$ cat config.mk
export PLATFORM = sky130hd
export DESIGN_NAME = mem_port_ctrl_flat
export DESIGN_NICKNAME = d
export VERILOG_FILES = /design/src/rtl/mem_port_ctrl_if.sv /design/src/rtl/mem_port_ctrl.sv /design/src/flat_wrapper.sv
export SDC_FILE = /design/constraint.sdc
export NUM_CORES = 1
export LEC_CHECK = 0
export ABC_AREA = 1
export CORE_AREA = 2 2 117 62
export CTS_BUF_LIST = sky130_fd_sc_hd__clkbuf_8
export DETAILED_ROUTE_END_ITERATION = 6
export DIE_AREA = 0 0 119 64
export DONT_BUFFER_PORTS = 1
export PLACE_DENSITY = 0.85
export SLEW_MARGIN = 40
export SYNTH_ARGS = -nofsm -noshare
export SYNTH_HDL_FRONTEND = slang
export SYNTH_SLANG_ARGS = --single-unit
export TNS_END_PERCENT = 100
$ cat constraint.sdc
create_clock -name clcka -period 1.4 [get_ports clcka]
set_input_delay 0.07 -clock clcka [delete_from_list [all_inputs] [get_ports clcka]]
set_output_delay 0.07 -clock clcka [all_outputs]
set_load 0.1 [all_outputs]
$ cat src/rtl/mem_port_ctrl_if.sv
// mem_port_ctrl_if
// Bundles the fetch port, the data port and the dual-port memory side of
// mem_port_ctrl. The clock (clcka) and reset (rstn) are not part of the bundle.
//
//   slave  : the controller view (mem_port_ctrl)
//   master : the environment view (fetch/data clients plus the memory)
//
// Signal summary
//   f_req/f_addr           fetch read request, held until f_ack
//   f_ack/f_valid/f_data   fetch accept pulse, read valid pulse, read data
//   d_req/d_we/d_addr/d_wdata  data request (write when d_we=1)
//   d_ack/d_valid/d_rdata  data accept pulse, read valid pulse, read data
//   a1/w1/w1_ena/r1_ena/r1 memory port 1 (fetch, read-only)
//   a2/w2/w2_ena/r2_ena/r2 memory port 2 (data)
//   r1/r2 are valid the cycle after the enable edge.
interface mem_port_ctrl_if;
   logic        f_req;
   logic [15:0] f_addr;
   logic        f_ack;
   logic        f_valid;
   logic [15:0] f_data;

   logic        d_req;
   logic        d_we;
   logic [15:0] d_addr;
   logic [15:0] d_wdata;
   logic        d_ack;
   logic        d_valid;
   logic [15:0] d_rdata;

   logic [15:0] a1;
   logic [15:0] a2;
   logic [15:0] w1;
   logic [15:0] w2;
   logic        w1_ena;
   logic        w2_ena;
   logic        r1_ena;
   logic        r2_ena;
   logic [15:0] r1;
   logic [15:0] r2;

   modport slave (
      input  f_req, f_addr, d_req, d_we, d_addr, d_wdata, r1, r2,
      output f_ack, f_valid, f_data, d_ack, d_valid, d_rdata,
      output a1, a2, w1, w2, w1_ena, w2_ena, r1_ena, r2_ena
   );

   modport master (
      output f_req, f_addr, d_req, d_we, d_addr, d_wdata, r1, r2,
      input  f_ack, f_valid, f_data, d_ack, d_valid, d_rdata,
      input  a1, a2, w1, w2, w1_ena, w2_ena, r1_ena, r2_ena
   );
endinterface

$ cat src/rtl/mem_port_ctrl.sv
// mem_port_ctrl
// Two-client controller for a dual-port memory. The fetch client is read-only
// and owns memory port 1; the data client reads and writes through port 2.
// Each port runs an ISSUE / MEM / CAPTURE pipeline:
//   edge N   : request sampled, ack + memory command registered
//   edge N+1 : memory samples the command
//   edge N+2 : read data captured, valid pulsed
// so valid follows ack by two cycles, and a held request is accepted every
// cycle.
//
// Ports
//   clcka  rising-edge clock
//   rstn   asynchronous active-low reset; clears every output and stage
//   io     mem_port_ctrl_if.slave (fetch, data and memory-side signals)
//
// Configuration macro: MEM_HAZARD_BYPASS_EN
//   A collision is a fetch and a data write to the same address sampled on
//   the same edge.
//   undefined : the fetch ack is withheld one cycle and the fetch reads the
//               memory after the write has landed.
//   defined   : the fetch is acked with the write and returns the write data
//               forwarded through the fetch pipeline; port 1 is not enabled.
//
// Fetch issue FSM
//   state  | meaning
//   F_RUN  | normal issue; a colliding fetch is withheld (no bypass)
//   F_HOLD | fetch was withheld last cycle; issue it now unconditionally
module mem_port_ctrl (
   input  logic           clcka,
   input  logic           rstn,
   mem_port_ctrl_if.slave io
);

   typedef enum logic {
      F_RUN  = 1'b0,
      F_HOLD = 1'b1
   } f_state_t;

   f_state_t    r_f_state;

   // fetch pipeline
   logic        r_f_ack;
   logic        r_f_s2;
   logic        r_f_valid;
   logic [15:0] r_f_data;
   logic [15:0] r_a1;
   logic        r_r1_ena;

   // data pipeline
   logic        r_d_ack;
   logic        r_d_s2;
   logic        r_d_valid;
   logic [15:0] r_d_rdata;
   logic [15:0] r_a2;
   logic [15:0] r_w2;
   logic        r_w2_ena;
   logic        r_r2_ena;

   logic        w_collide;
   logic        w_f_issue;
   logic        w_f_rd;

`ifdef MEM_HAZARD_BYPASS_EN
   // forwarded write data rides alongside the fetch through MEM and CAPTURE
   logic        r_f_s1_fwd;
   logic [15:0] r_f_s1_fdata;
   logic        r_f_s2_fwd;
   logic [15:0] r_f_s2_fdata;
`endif

   // A fetch released from F_HOLD is never treated as a collision again,
   // which bounds the stall to one cycle.
   assign w_collide = io.f_req & io.d_req & io.d_we &
                      (io.f_addr == io.d_addr) & (r_f_state == F_RUN);

`ifdef MEM_HAZARD_BYPASS_EN
   assign w_f_issue = io.f_req;
   assign w_f_rd    = io.f_req & ~w_collide;
`else
   assign w_f_issue = io.f_req & ~w_collide;
   assign w_f_rd    = w_f_issue;
`endif

   always_ff @(posedge clcka or negedge rstn) begin
      if (!rstn) begin
         r_f_state <= F_RUN;
         r_f_ack   <= 1'b0;
         r_f_s2    <= 1'b0;
         r_f_valid <= 1'b0;
         r_f_data  <= '0;
         r_a1      <= '0;
         r_r1_ena  <= 1'b0;
`ifdef MEM_HAZARD_BYPASS_EN
         r_f_s1_fwd   <= 1'b0;
         r_f_s1_fdata <= '0;
         r_f_s2_fwd   <= 1'b0;
         r_f_s2_fdata <= '0;
`endif
      end else begin
         case (r_f_state)
            F_RUN: begin
`ifndef MEM_HAZARD_BYPASS_EN
               if (w_collide) r_f_state <= F_HOLD;
`endif
            end
            F_HOLD:  r_f_state <= F_RUN;
            default: r_f_state <= F_RUN;
         endcase

         // ISSUE
         r_f_ack  <= w_f_issue;
         r_r1_ena <= w_f_rd;
         if (w_f_issue) r_a1 <= io.f_addr;
`ifdef MEM_HAZARD_BYPASS_EN
         r_f_s1_fwd <= w_collide;
         if (w_collide) r_f_s1_fdata <= io.d_wdata;
         r_f_s2_fwd <= r_f_s1_fwd;
         if (r_f_s1_fwd) r_f_s2_fdata <= r_f_s1_fdata;
`endif

         // MEM
         r_f_s2 <= r_f_ack;

         // CAPTURE
         r_f_valid <= r_f_s2;
         if (r_f_s2) begin
`ifdef MEM_HAZARD_BYPASS_EN
            r_f_data <= r_f_s2_fwd ? r_f_s2_fdata : io.r1;
`else
            r_f_data <= io.r1;
`endif
         end
      end
   end

   always_ff @(posedge clcka or negedge rstn) begin
      if (!rstn) begin
         r_d_ack   <= 1'b0;
         r_d_s2    <= 1'b0;
         r_d_valid <= 1'b0;
         r_d_rdata <= '0;
         r_a2      <= '0;
         r_w2      <= '0;
         r_w2_ena  <= 1'b0;
         r_r2_ena  <= 1'b0;
      end else begin
         // ISSUE
         r_d_ack  <= io.d_req;
         r_w2_ena <= io.d_req & io.d_we;
         r_r2_ena <= io.d_req & ~io.d_we;
         if (io.d_req) r_a2 <= io.d_addr;
         if (io.d_req && io.d_we) r_w2 <= io.d_wdata;

         // MEM: only reads travel on, writes never produce d_valid
         r_d_s2 <= r_r2_ena;

         // CAPTURE
         r_d_valid <= r_d_s2;
         if (r_d_s2) r_d_rdata <= io.r2;
      end
   end

   assign io.f_ack   = r_f_ack;
   assign io.f_valid = r_f_valid;
   assign io.f_data  = r_f_data;
   assign io.a1      = r_a1;
   assign io.r1_ena  = r_r1_ena;
   assign io.w1      = '0;
   assign io.w1_ena  = 1'b0;

   assign io.d_ack   = r_d_ack;
   assign io.d_valid = r_d_valid;
   assign io.d_rdata = r_d_rdata;
   assign io.a2      = r_a2;
   assign io.w2      = r_w2;
   assign io.w2_ena  = r_w2_ena;
   assign io.r2_ena  = r_r2_ena;

endmodule

$ cat src/flat_wrapper.sv
// flat-port wrapper written by rule: the top's interface ports become plain ports
module mem_port_ctrl_flat 
  (clcka, rstn, io_f_req, io_f_addr, io_d_req, io_d_we, io_d_addr, io_d_wdata, io_r1, io_r2, io_f_ack, io_f_valid, io_f_data, io_d_ack, io_d_valid, io_d_rdata, io_a1, io_a2, io_w1, io_w2, io_w1_ena, io_w2_ena, io_r1_ena, io_r2_ena);
  mem_port_ctrl_if io_i ();
  input  logic clcka;
  input  logic rstn;
  input wire logic [$bits(io_i.f_req)-1:0] io_f_req;
  input wire logic [$bits(io_i.f_addr)-1:0] io_f_addr;
  input wire logic [$bits(io_i.d_req)-1:0] io_d_req;
  input wire logic [$bits(io_i.d_we)-1:0] io_d_we;
  input wire logic [$bits(io_i.d_addr)-1:0] io_d_addr;
  input wire logic [$bits(io_i.d_wdata)-1:0] io_d_wdata;
  input wire logic [$bits(io_i.r1)-1:0] io_r1;
  input wire logic [$bits(io_i.r2)-1:0] io_r2;
  output wire logic [$bits(io_i.f_ack)-1:0] io_f_ack;
  output wire logic [$bits(io_i.f_valid)-1:0] io_f_valid;
  output wire logic [$bits(io_i.f_data)-1:0] io_f_data;
  output wire logic [$bits(io_i.d_ack)-1:0] io_d_ack;
  output wire logic [$bits(io_i.d_valid)-1:0] io_d_valid;
  output wire logic [$bits(io_i.d_rdata)-1:0] io_d_rdata;
  output wire logic [$bits(io_i.a1)-1:0] io_a1;
  output wire logic [$bits(io_i.a2)-1:0] io_a2;
  output wire logic [$bits(io_i.w1)-1:0] io_w1;
  output wire logic [$bits(io_i.w2)-1:0] io_w2;
  output wire logic [$bits(io_i.w1_ena)-1:0] io_w1_ena;
  output wire logic [$bits(io_i.w2_ena)-1:0] io_w2_ena;
  output wire logic [$bits(io_i.r1_ena)-1:0] io_r1_ena;
  output wire logic [$bits(io_i.r2_ena)-1:0] io_r2_ena;
  assign io_i.f_req = io_f_req;
  assign io_i.f_addr = io_f_addr;
  assign io_i.d_req = io_d_req;
  assign io_i.d_we = io_d_we;
  assign io_i.d_addr = io_d_addr;
  assign io_i.d_wdata = io_d_wdata;
  assign io_i.r1 = io_r1;
  assign io_i.r2 = io_r2;
  assign io_f_ack = io_i.f_ack;
  assign io_f_valid = io_i.f_valid;
  assign io_f_data = io_i.f_data;
  assign io_d_ack = io_i.d_ack;
  assign io_d_valid = io_i.d_valid;
  assign io_d_rdata = io_i.d_rdata;
  assign io_a1 = io_i.a1;
  assign io_a2 = io_i.a2;
  assign io_w1 = io_i.w1;
  assign io_w2 = io_i.w2;
  assign io_w1_ena = io_i.w1_ena;
  assign io_w2_ena = io_i.w2_ena;
  assign io_r1_ena = io_i.r1_ena;
  assign io_r2_ena = io_i.r2_ena;
  mem_port_ctrl u_core (.clcka(clcka), .rstn(rstn), .io(io_i));
endmodule
Word level (Yosys, flattened, before mapping)
Index checks and enable logic that the tools add are counted.
Word-level totals
  bits in registers: 89
Cells by class
  bitwise operators: 10
  reductions and logical operators: 1
  multiplexer cells: 2
  equality and inequality tests: 1
Operator list (number)
  16-bit equality test: 1
  1-bit AND: 7
  1-bit inverter: 3
  1-bit one-hot mux with 2 select lines: 1
  1-bit logical AND: 1
  1-bit two-way mux: 1

Longest topological paths before layout
Gate-level depths: netlist of the first run.
  depth after elaboration: 6
  mapped depth: 11

Worst setup path before layout of the first run
OpenSTA, ideal clock, no wires.
  path type: register to output
  from: register, netlist name u_core.io.f_ack
  to: output port io_r1_ena
  slack: -0.007 ns
  data arrival time: 1.337 ns
  stages on the path, launching flop included: 2
  path buffers: 1
  cells stage by stage: dfrtp_1 -> buf_4
RTL lines
  to (decl): RTL line flat_wrapper.sv:27  | output wire logic [$bits(io_i.r1_ena)-1:0] io_r1_ena;

Worst setup path after layout of the first run
  from: input port io_f_addr[8]
  to: register u_core.r_a1[15] (netlist: u_core.io.a1[15])
On the way
  longest elaborated chain between the ends: 5
Ends and longest elaborated chain
  from (decl): RTL line flat_wrapper.sv:8  | input wire logic [$bits(io_i.f_addr)-1:0] io_f_addr;
  16-bit equality test: RTL line mem_port_ctrl.sv:74  | (io.f_addr == io.d_addr) & (r_f_state == F_RUN);
  1-bit AND: RTL line mem_port_ctrl.sv:73  | assign w_collide = io.f_req & io.d_req & io.d_we &
  1-bit AND: RTL line mem_port_ctrl.sv:74
  1-bit inverter: RTL line mem_port_ctrl.sv:80  | assign w_f_issue = io.f_req & ~w_collide;
  1-bit AND: RTL line mem_port_ctrl.sv:80
  to (signal assigned): RTL line mem_port_ctrl.sv:113  | if (w_f_issue) r_a1 <= io.f_addr;
  to (decl): RTL line mem_port_ctrl.sv:46  | logic [15:0] r_a1;
No other way between the ends.
A chain may end at the register's enable or synchronous reset.

==> results.md, run 1 <==
- The flow ran to the end, but the final reports show violations.
- The checks that failed: negative hold slack.
- The proportion of synthesized chip area in sequential cells is 57.8%.
- The achievable frequency is 718 MHz.
- In this run the number of H-tree levels came out at 3.
- The proportion of synthesized area in mux cells is under 10%.
- The wire length per cell after detailed routing is between 15 and 20 um.
- The total I/O pin count is ~190.
- The count of final hold-check violations came to about 110.
- Of the available clock period, the critical path in the final layout requires between 90% and 100%.
- The clock edge transition at the registers on the reported setup and hold paths is ~0.080 ns.
- The area growth from synthesis to layout is 51.5%.
- The remaining antenna violation count after routing is 0.
- The area fraction in compound gates after synthesis is 1.92%.
- The cell accounting for the most synthesized area is dfrtp_1.
- At the end of routability-driven placement, the weighted congestion stood at between 0.8 and 0.9.
- Counting flops and latches in the post-synthesis netlist gives 89.
- The clock arrives with 0.0120 ns of skew.
- The number of antenna violations at the first check in global routing is 1.
- The synthesized-area fraction occupied by and/or/nand/nor cells is between 20% and 30%.
- The required time of the critical path is roughly 1.6 ns.
- In the layout the commonest cells are nand2_1 (133), dlygate4sd3_1 (101), buf_4 (90).
- The die extent in x is between 100 and 150 um.
- Summing all multi-input logic gate instances after layout gives 0.00139 mm2.
- The power per unit of standard cell area is roughly 1400 mW/mm2.
- The filler cells instantiated in the layout total roughly 290.
- The number of global-route vias before repair came to between 3000 and 4000.
- Entering global routing, the biggest net connects 90 pins.
- For this run the aggregate overflow at the end of global routing stands at 0.
- The library cell used most frequently in the layout, excluding fill and tap cells, is nand2_1.
- The clock sink count is about 90.
- The class of the worst hold path is in -> async.
- Buffers inserted to repair hold after CTS numbered between 100 and 150.
- The worst path needs between 1 and 1.5 ns of the cycle, external delays included.
- The maximum clock path buffer count is 2.
- Setup violations remaining at the end of the flow were counted as 0.
- The number of DRC violations after detailed routing is 0.
- Synthesis handed over a netlist of ~400 instances.
- For this block, the via count after detailed routing is roughly 3600.
- In the global route stage, overall resource usage came out at around a third.
- The number of distinct library cell variants in the gate-level netlist after synthesis is 25.
- The initialized floorplan defines 21 standard-cell rows.
- After synthesis, the largest family of logic cells by area is simple AND/OR/NAND/NOR gates.
- The violation count after the first detailed-route iteration is approximately 300.
- The worst endpoint data arrival time is 1.64 ns.
- Clock tree synthesis inserted a total of 9 buffers.
- The count of maximum capacitance violations is 0.
- The synthesized area per cell is approximately 10 um2.
- The worst setup path is launched from an input pin.
- STA classifies the critical path endpoint as a register.
- For this run, the post-layout net count is slightly below 700.
- For the final routed database, the setup TNS stands at 0 ns.
- Detailed placement finished with a half-perimeter wire length of about 6500 um.
- Summed over all cells, the static leakage comes to 0.00296 uW.
- After detailed routing, the number of vias per cell comes to roughly 5.2.
- Of the total synthesized cell area, the portion taken by full adders, half adders and majority gates is 0%.
- The flip-flop and latch area is roughly 0.0022 mm2.
- The library cell used as clock root buffer is clkbuf_8.
- In this run the cell area measured after placement is 0.00452 mm2.
- At the later pin of the worst-skew pair, clock insertion delay measures approximately 0.36 ns.
- In the final layout, the share of cells above drive strength 1 is between 20% and 30%.
- The critical path class is in -> reg.
- The final-report max-slew violation count is 0.
- The number of synthesis warnings is 0.
- The starting density of the core is ~59%.
- IR analysis of the VDD net gives a maximum drop of between 1 and 1.5 mV.
- The vertical die dimension is 64 um.
- Wires add up to between 10000 and 15000 um.
- Ranked by total cell area, the synthesized netlist is headed by dfrtp_1 (58%), nand2_1 (13%), mux2_2 (9.4%).
- The floorplan die area is 0.00762 mm2.
- In this run the biggest area consumer among cell types represents between 50% and 60% of the synthesized area.
- The synthesized netlist occupies a cell area of between 0.003 and 0.004 mm2.
- The hold slack is -0.599 ns.
- The core outline area is 0.00654 mm2.
- The synthesized netlist devotes less than 1% of its cell area to XOR and XNOR gates.
- The first detailed-routing pass ran for 5 iterations.
- The maximum fanout along the worst path is 8.
- The finished cells cover between 0.005 and 0.006 mm2.
- The first global-routing pass estimated 18800 um of wire.
- The count of input and output buffers is 0.
- The clock tree from TritonCTS is done.
[synth_stat cells (all sizes together)]
cell type and number:
buf 24, clkbuf 7, clkinv 1, conb 1, dfrtp 89, inv 29
mux2 32, nand2 146, nand3 18, nand4 4, nor2 26, nor4 1
o2111ai 1, o21ai 13, or2 1, xnor2 2
[sequential cells by signal (all words and copies together), names as in the netlist]
signal,count
u_core.io.d_valid,1
u_core.io.d_rdata,16
u_core.io.d_ack,1
u_core.io.w2_ena,1
u_core.io.w2,16
u_core.r_f_s2,1
u_core.r_d_s2,1
u_core.io.f_data,16
u_core.io.f_ack,1
u_core.r_f_state,1
u_core.io.f_valid,1
u_core.io.r2_ena,1
u_core.io.a1,16
u_core.io.a2,16
[routing by layer]
layer / track usage (%) / share of wire (%) / vias to the layer above
met1: 35.2 / 36 / 1705
met3: 8.93 / 7.9 / 51
met5: 0 / 0 / -
li1: - / - / 1587
met4: 17.9 / 4.3 / 0
met2: 59.6 / 52 / 214
[where the power goes]
part	total, uW	switching [uW]	leakage, uW	internal (uW)
Sequential	3010	175	0.00107	2840
Combinational	3410	2660	0.00179	750
Clock	1680	872	0.0000992	809
[worst paths after layout]
path                                  start                to  slack, ns  depth (start not counted)
setup / recovery               io_f_addr[8]  u_core.io.a1[15]      0.007                          8
hold / removal                         rstn   u_core.io.a2[2]      -0.60                          0
setup reg to reg           u_core.r_f_state  u_core.io.a1[15]       0.04                          9
hold reg to reg            u_core.io.r2_ena     u_core.r_d_s2       0.39                          0
max in group asynchronous              rstn   u_core.io.f_ack       1.85                          0
min in group clcka                 io_f_req   u_core.io.a1[5]      -0.15                          2
[cells by family after synthesis]
group	Yosys count
simple gates	196
flops	89
compound gates	14
buf+inv	61
xor+xnor	2
other cells	1
mux	32
[through the flow]
stage          cells  util (%)  total power (uW)  worst slack [ns]
2_1_floorplan    411         -              5600             0.106
3_3_place_gp     563      69.1              6090             0.110
3_5_place_dp     563      69.1              6140            0.0256
4_1_cts          683      87.9              8010           0.00195
5_1_grt          686      89.2              8360           -0.0595
6_report         686      89.2              8100           0.00650
[worst max-delay path, cell delays in order]
cell and delay [ns]:
dlygate4sd3_1 0.62, xnor2_2 0.22, nand2_1 0.09, nor2_2 0.15, nand3_4 0.15, clkbuf_16 0.20
nand3_1 0.07, nand2_1 0.07
[area by class of cell]
class,count,area share [%]
flip-flops and latches,89,38.2
well taps,92,1.97
diodes,1,0.0429
clock buffers,9,2.12
multi-input cells,261,23.8
inverters,30,2.14
clock inverters,7,1.11
repair buffers,197,30.7
[what timing repair did]
action                                  4_1_cts  5_1_grt
buffers inserted                              0        1
endpoints found under the setup margin        0       17
gates resized for setup                       0       15
hold endpoints to repair                    174      107
Power figures use the tool's default switching activity.
==> run 2, diff against run 1 <==
RECOVER_POWER = 50   (was not set)
==> run 2 against run 1 <==
  * The flow finishes with violations (negative hold slack, negative setup slack)
  * Sequential share of layout area grew 0.19 points
  * Sequential cell count is the same
  * Count of clock-buffer cells in the layout is the same
==> results.md, run 2 (same netlist as run 1, synthesis figures left out) <==
- The run finished, with violations left.
- The final reports fail on negative hold slack, negative setup slack.
- The global-route wire length before repair is 18800 um (unchanged).
- The flip-flop and latch area is 0.00223 mm2 (unchanged).
- The final cell count without fillers is 686 (unchanged).
- The maximum clock path buffer count is 2 (unchanged).
- In the layout the commonest cells are nand2_1 (133), dlygate4sd3_1 (101), buf_4 (88), dfrtp_1 (88), mux2_2 (32).
- The number of nets at the end of the flow is 673 (unchanged).
- The switching power summed over all nets was 3700 uW (about the same).
- The core outline area is 0.00654 mm2 (unchanged).
- The setup path with the least slack is of type in -> reg.
- The longest individual stage delay on the worst path is 0.57 ns (-0.05 ns).
- The starting density of the core is 58.9% (unchanged).
- The library cell used as clock root buffer is clkbuf_8.
- The setup slack after layout is -0.00726 ns (-0.0138 ns).
- The power per unit of standard cell area is 1390 mW/mm2 (+0.39%).
- The floorplan die area is 0.00762 mm2 (unchanged).
- The number of setup violations in the final report is 1 (+1).
- The clock edge transition at the registers on the reported setup and hold paths is 0.09 ns (about the same).
- The remaining antenna violation count after routing was 0 (unchanged).
- The number of inserted filler cells in the final layout was 301 (+2.4%).
- The source of the critical timing path is io_d_addr[9].
- The number of buffers and inverters on the critical path is 3 (+1).
- The clock sink count is 89 (unchanged).
- The maximum fanout along the worst path is 8 (unchanged).
- For the pin with the worst max-slew slack, the measured transition is ~0.6 ns.
- The part of the power in combinational logic was 42.0% (about the same).
- The level count of the clock H-tree came to 3 (unchanged).
- The post-detailed-placement cell area came to 0.00452 mm2 (unchanged).
- The post-route clock skew is 0.0150 ns (+0.00304 ns).
- The average via count per standard cell was 5.17 (-0.22%).
- The final estimated routing congestion in global placement was 0.887 (unchanged).
- The number of antenna violations at the first check in global routing came to 1 (unchanged).
- From synthesis to final layout, the design area changed by 50.7%.
- The final instance area was 0.00581 mm2 (-0.49%).
- The residual overflow from global routing is 0 (unchanged).
- The standard-cell row count is 21 (unchanged).
- The number of cells in the design after placement is 563 (unchanged).
- TritonCTS built the clock tree.
- The aggregate negative setup slack is -0.00726 ns (-0.00726 ns).
- The pre-CTS setup slack is 0.0256 ns (unchanged).
- The internal power summed over all cells is 4390 uW (-0.18%).
- The total I/O pin count is 189 (unchanged).
- The count of maximum capacitance violations came to 0 (unchanged).
- The violation count after the first detailed-route iteration was 286 (-3.4%).
- The total iterations of the first detailed-routing run came to 4 (-1).
- The post-detailed-placement half-perimeter wirelength is 6520 um (unchanged).
- The CTS buffer count is 9 (unchanged).
- The worst-skew pair later-pin latency is 0.37 ns (about the same).
- The critical path goes through dlygate4sd3_1 > inv_1 > nand2_1 > nand4_1 > nor2_2 > nand3_4 > clkbuf_16 > nand3_1 > nand2_1.
- The shortest clock period the worst path allows after layout is 1.41 ns (+0.0138 ns).
- The highest ir drop seen on vdd is 1.07 mV (about the same).
- The global routing usage summed across all routing layers is 32.8% (unchanged).
- The power share of the sequential group is 37.2% (about the same).
- The count of final hold-check violations is 107 (unchanged).
- The final-report max-slew violation count came to 0 (unchanged).
- The switching part of the total is 45.8% (about the same).
- The wire length per cell after detailed routing is 17.8 um (-0.11%).
- The required time of the critical path came to 1.65 ns (about the same).
- The endpoint kind of the worst setup timing path is a register.
- The category of the worst setup path launch point is an input pin.
- The number of global-route vias before repair is 3669 (unchanged).
- The share of the cycle needed by the critical path after routing is 101% (+0.98 points).
- The power share of the clock group came to 20.8% (about the same).
- The leakage power summed over all cells is 0.00294 uW (-0.79%).
- The most used cell along the critical path is nand2_1.
- The wire length after detailed routing is 12200 um (-0.11%).
- The fraction of the core area covered by cells at the end of the flow came to 88.8% (-0.44 points).
- The class of the worst hold path is in -> async.
- The number of hold buffers added after cts is 104 (unchanged).
- The worst pin sits at a relative slew slack of about three fifths.
- In this design, the largest share of critical-path delay is due to buffers and inverters.
- The total via count in the routed design is 3549 (-0.22%).
- The library cell used most frequently in the layout, excluding fill and tap cells, is nand2_1.
- The vertical die dimension is 64 um (unchanged).
- The area of the multi-input gates was 0.00139 mm2 (unchanged).
- The count of input and output buffers was 0 (unchanged).
- The worst endpoint data arrival time is 1.66 ns (+0.02 ns).
- The hold slack is -0.604 ns (-0.00457 ns).
- The largest individual stage delay along the critical path comes from the cell dlygate4sd3_1.
- The achievable frequency is 711 MHz (-0.98%).
- The layout cell share with drive strength beyond 1 came to 27.8% (unchanged).
- The number of DRC violations after detailed routing came to 0 (unchanged).
- In this run the critical register-to-register path is launched from u_core.r_f_state.
- The maximum number of pins on one net before global-route repair came to 90 (unchanged).
- The die extent in x is 119 um (unchanged).
[run 2: power groups by stage]
stage | clock network, uW | logic (uW) | registers (uW)
after global routing | 1840 | 3480 | 3030
after floorplan | 0 | 638 | 4970
after CTS | 1690 | 3330 | 2990
after global placement | 0 | 3070 | 3020
final | 1680 | 3400 | 3010
after detailed placement | 0 | 3100 | 3040
[run 2: through the flow]
| step | hold slack (ns) | total power, uW |
|---|---|---|
| 5_1_grt | -0.628 | 8350 |
| 4_1_cts | -0.617 | 8010 |
| 6_report | -0.604 | 8090 |
| 2_1_floorplan | -0.226 | 5600 |
| 3_5_place_dp | -0.225 | 6140 |
| 3_3_place_gp | -0.224 | 6090 |
[run 2: final timing paths]
| path | endpoint | slack (ns) | depth (start not counted) |
|---|---|---|---|
| hold / removal | u_core.io.w2[4] | -0.60 | 0 |
| hold reg to reg | u_core.r_d_s2 | 0.39 | 0 |
| setup / recovery | u_core.io.a1[15] | -0.007 | 9 |
| min in group clcka | u_core.io.a1[5] | -0.15 | 2 |
| setup reg to reg | u_core.io.a1[15] | 0.04 | 9 |
| max in group asynchronous | u_core.io.f_data[10] | 1.87 | 0 |
[run 2: routing by layer]
layer / vias to the layer above / global-route usage, % / part of all wire [%]
li1: 1591 / - / -
met1: 1701 / 35.2 / 36
met2: 204 / 59.6 / 52
met3: 53 / 8.93 / 7.9
met4: 0 / 17.9 / 4.4
met5: - / 0 / 0
[run 2: worst register-to-register path: cells and delay by family, from the launching register on]
family        cells  cell delay [ns]
simple gates      7             0.61
flops             1             0.39
buf+inv           2             0.26
[run 2: cell type report]
type	instances	area share, %
clock buffers	9	2.13
multi-input cells	261	23.9
inverters	30	2.00
well taps	92	1.98
flip-flops and latches	89	38.4
clock inverters	7	1.12
repair buffers	197	30.5
diodes	1	0.0431
[run 2: timing repair]
action / in CTS / in global routing
endpoints found under the setup margin: 0 / 17
endpoints found under the hold margin: 174 / 107
resized for setup: 0 / 15
buffers inserted: 0 / 1
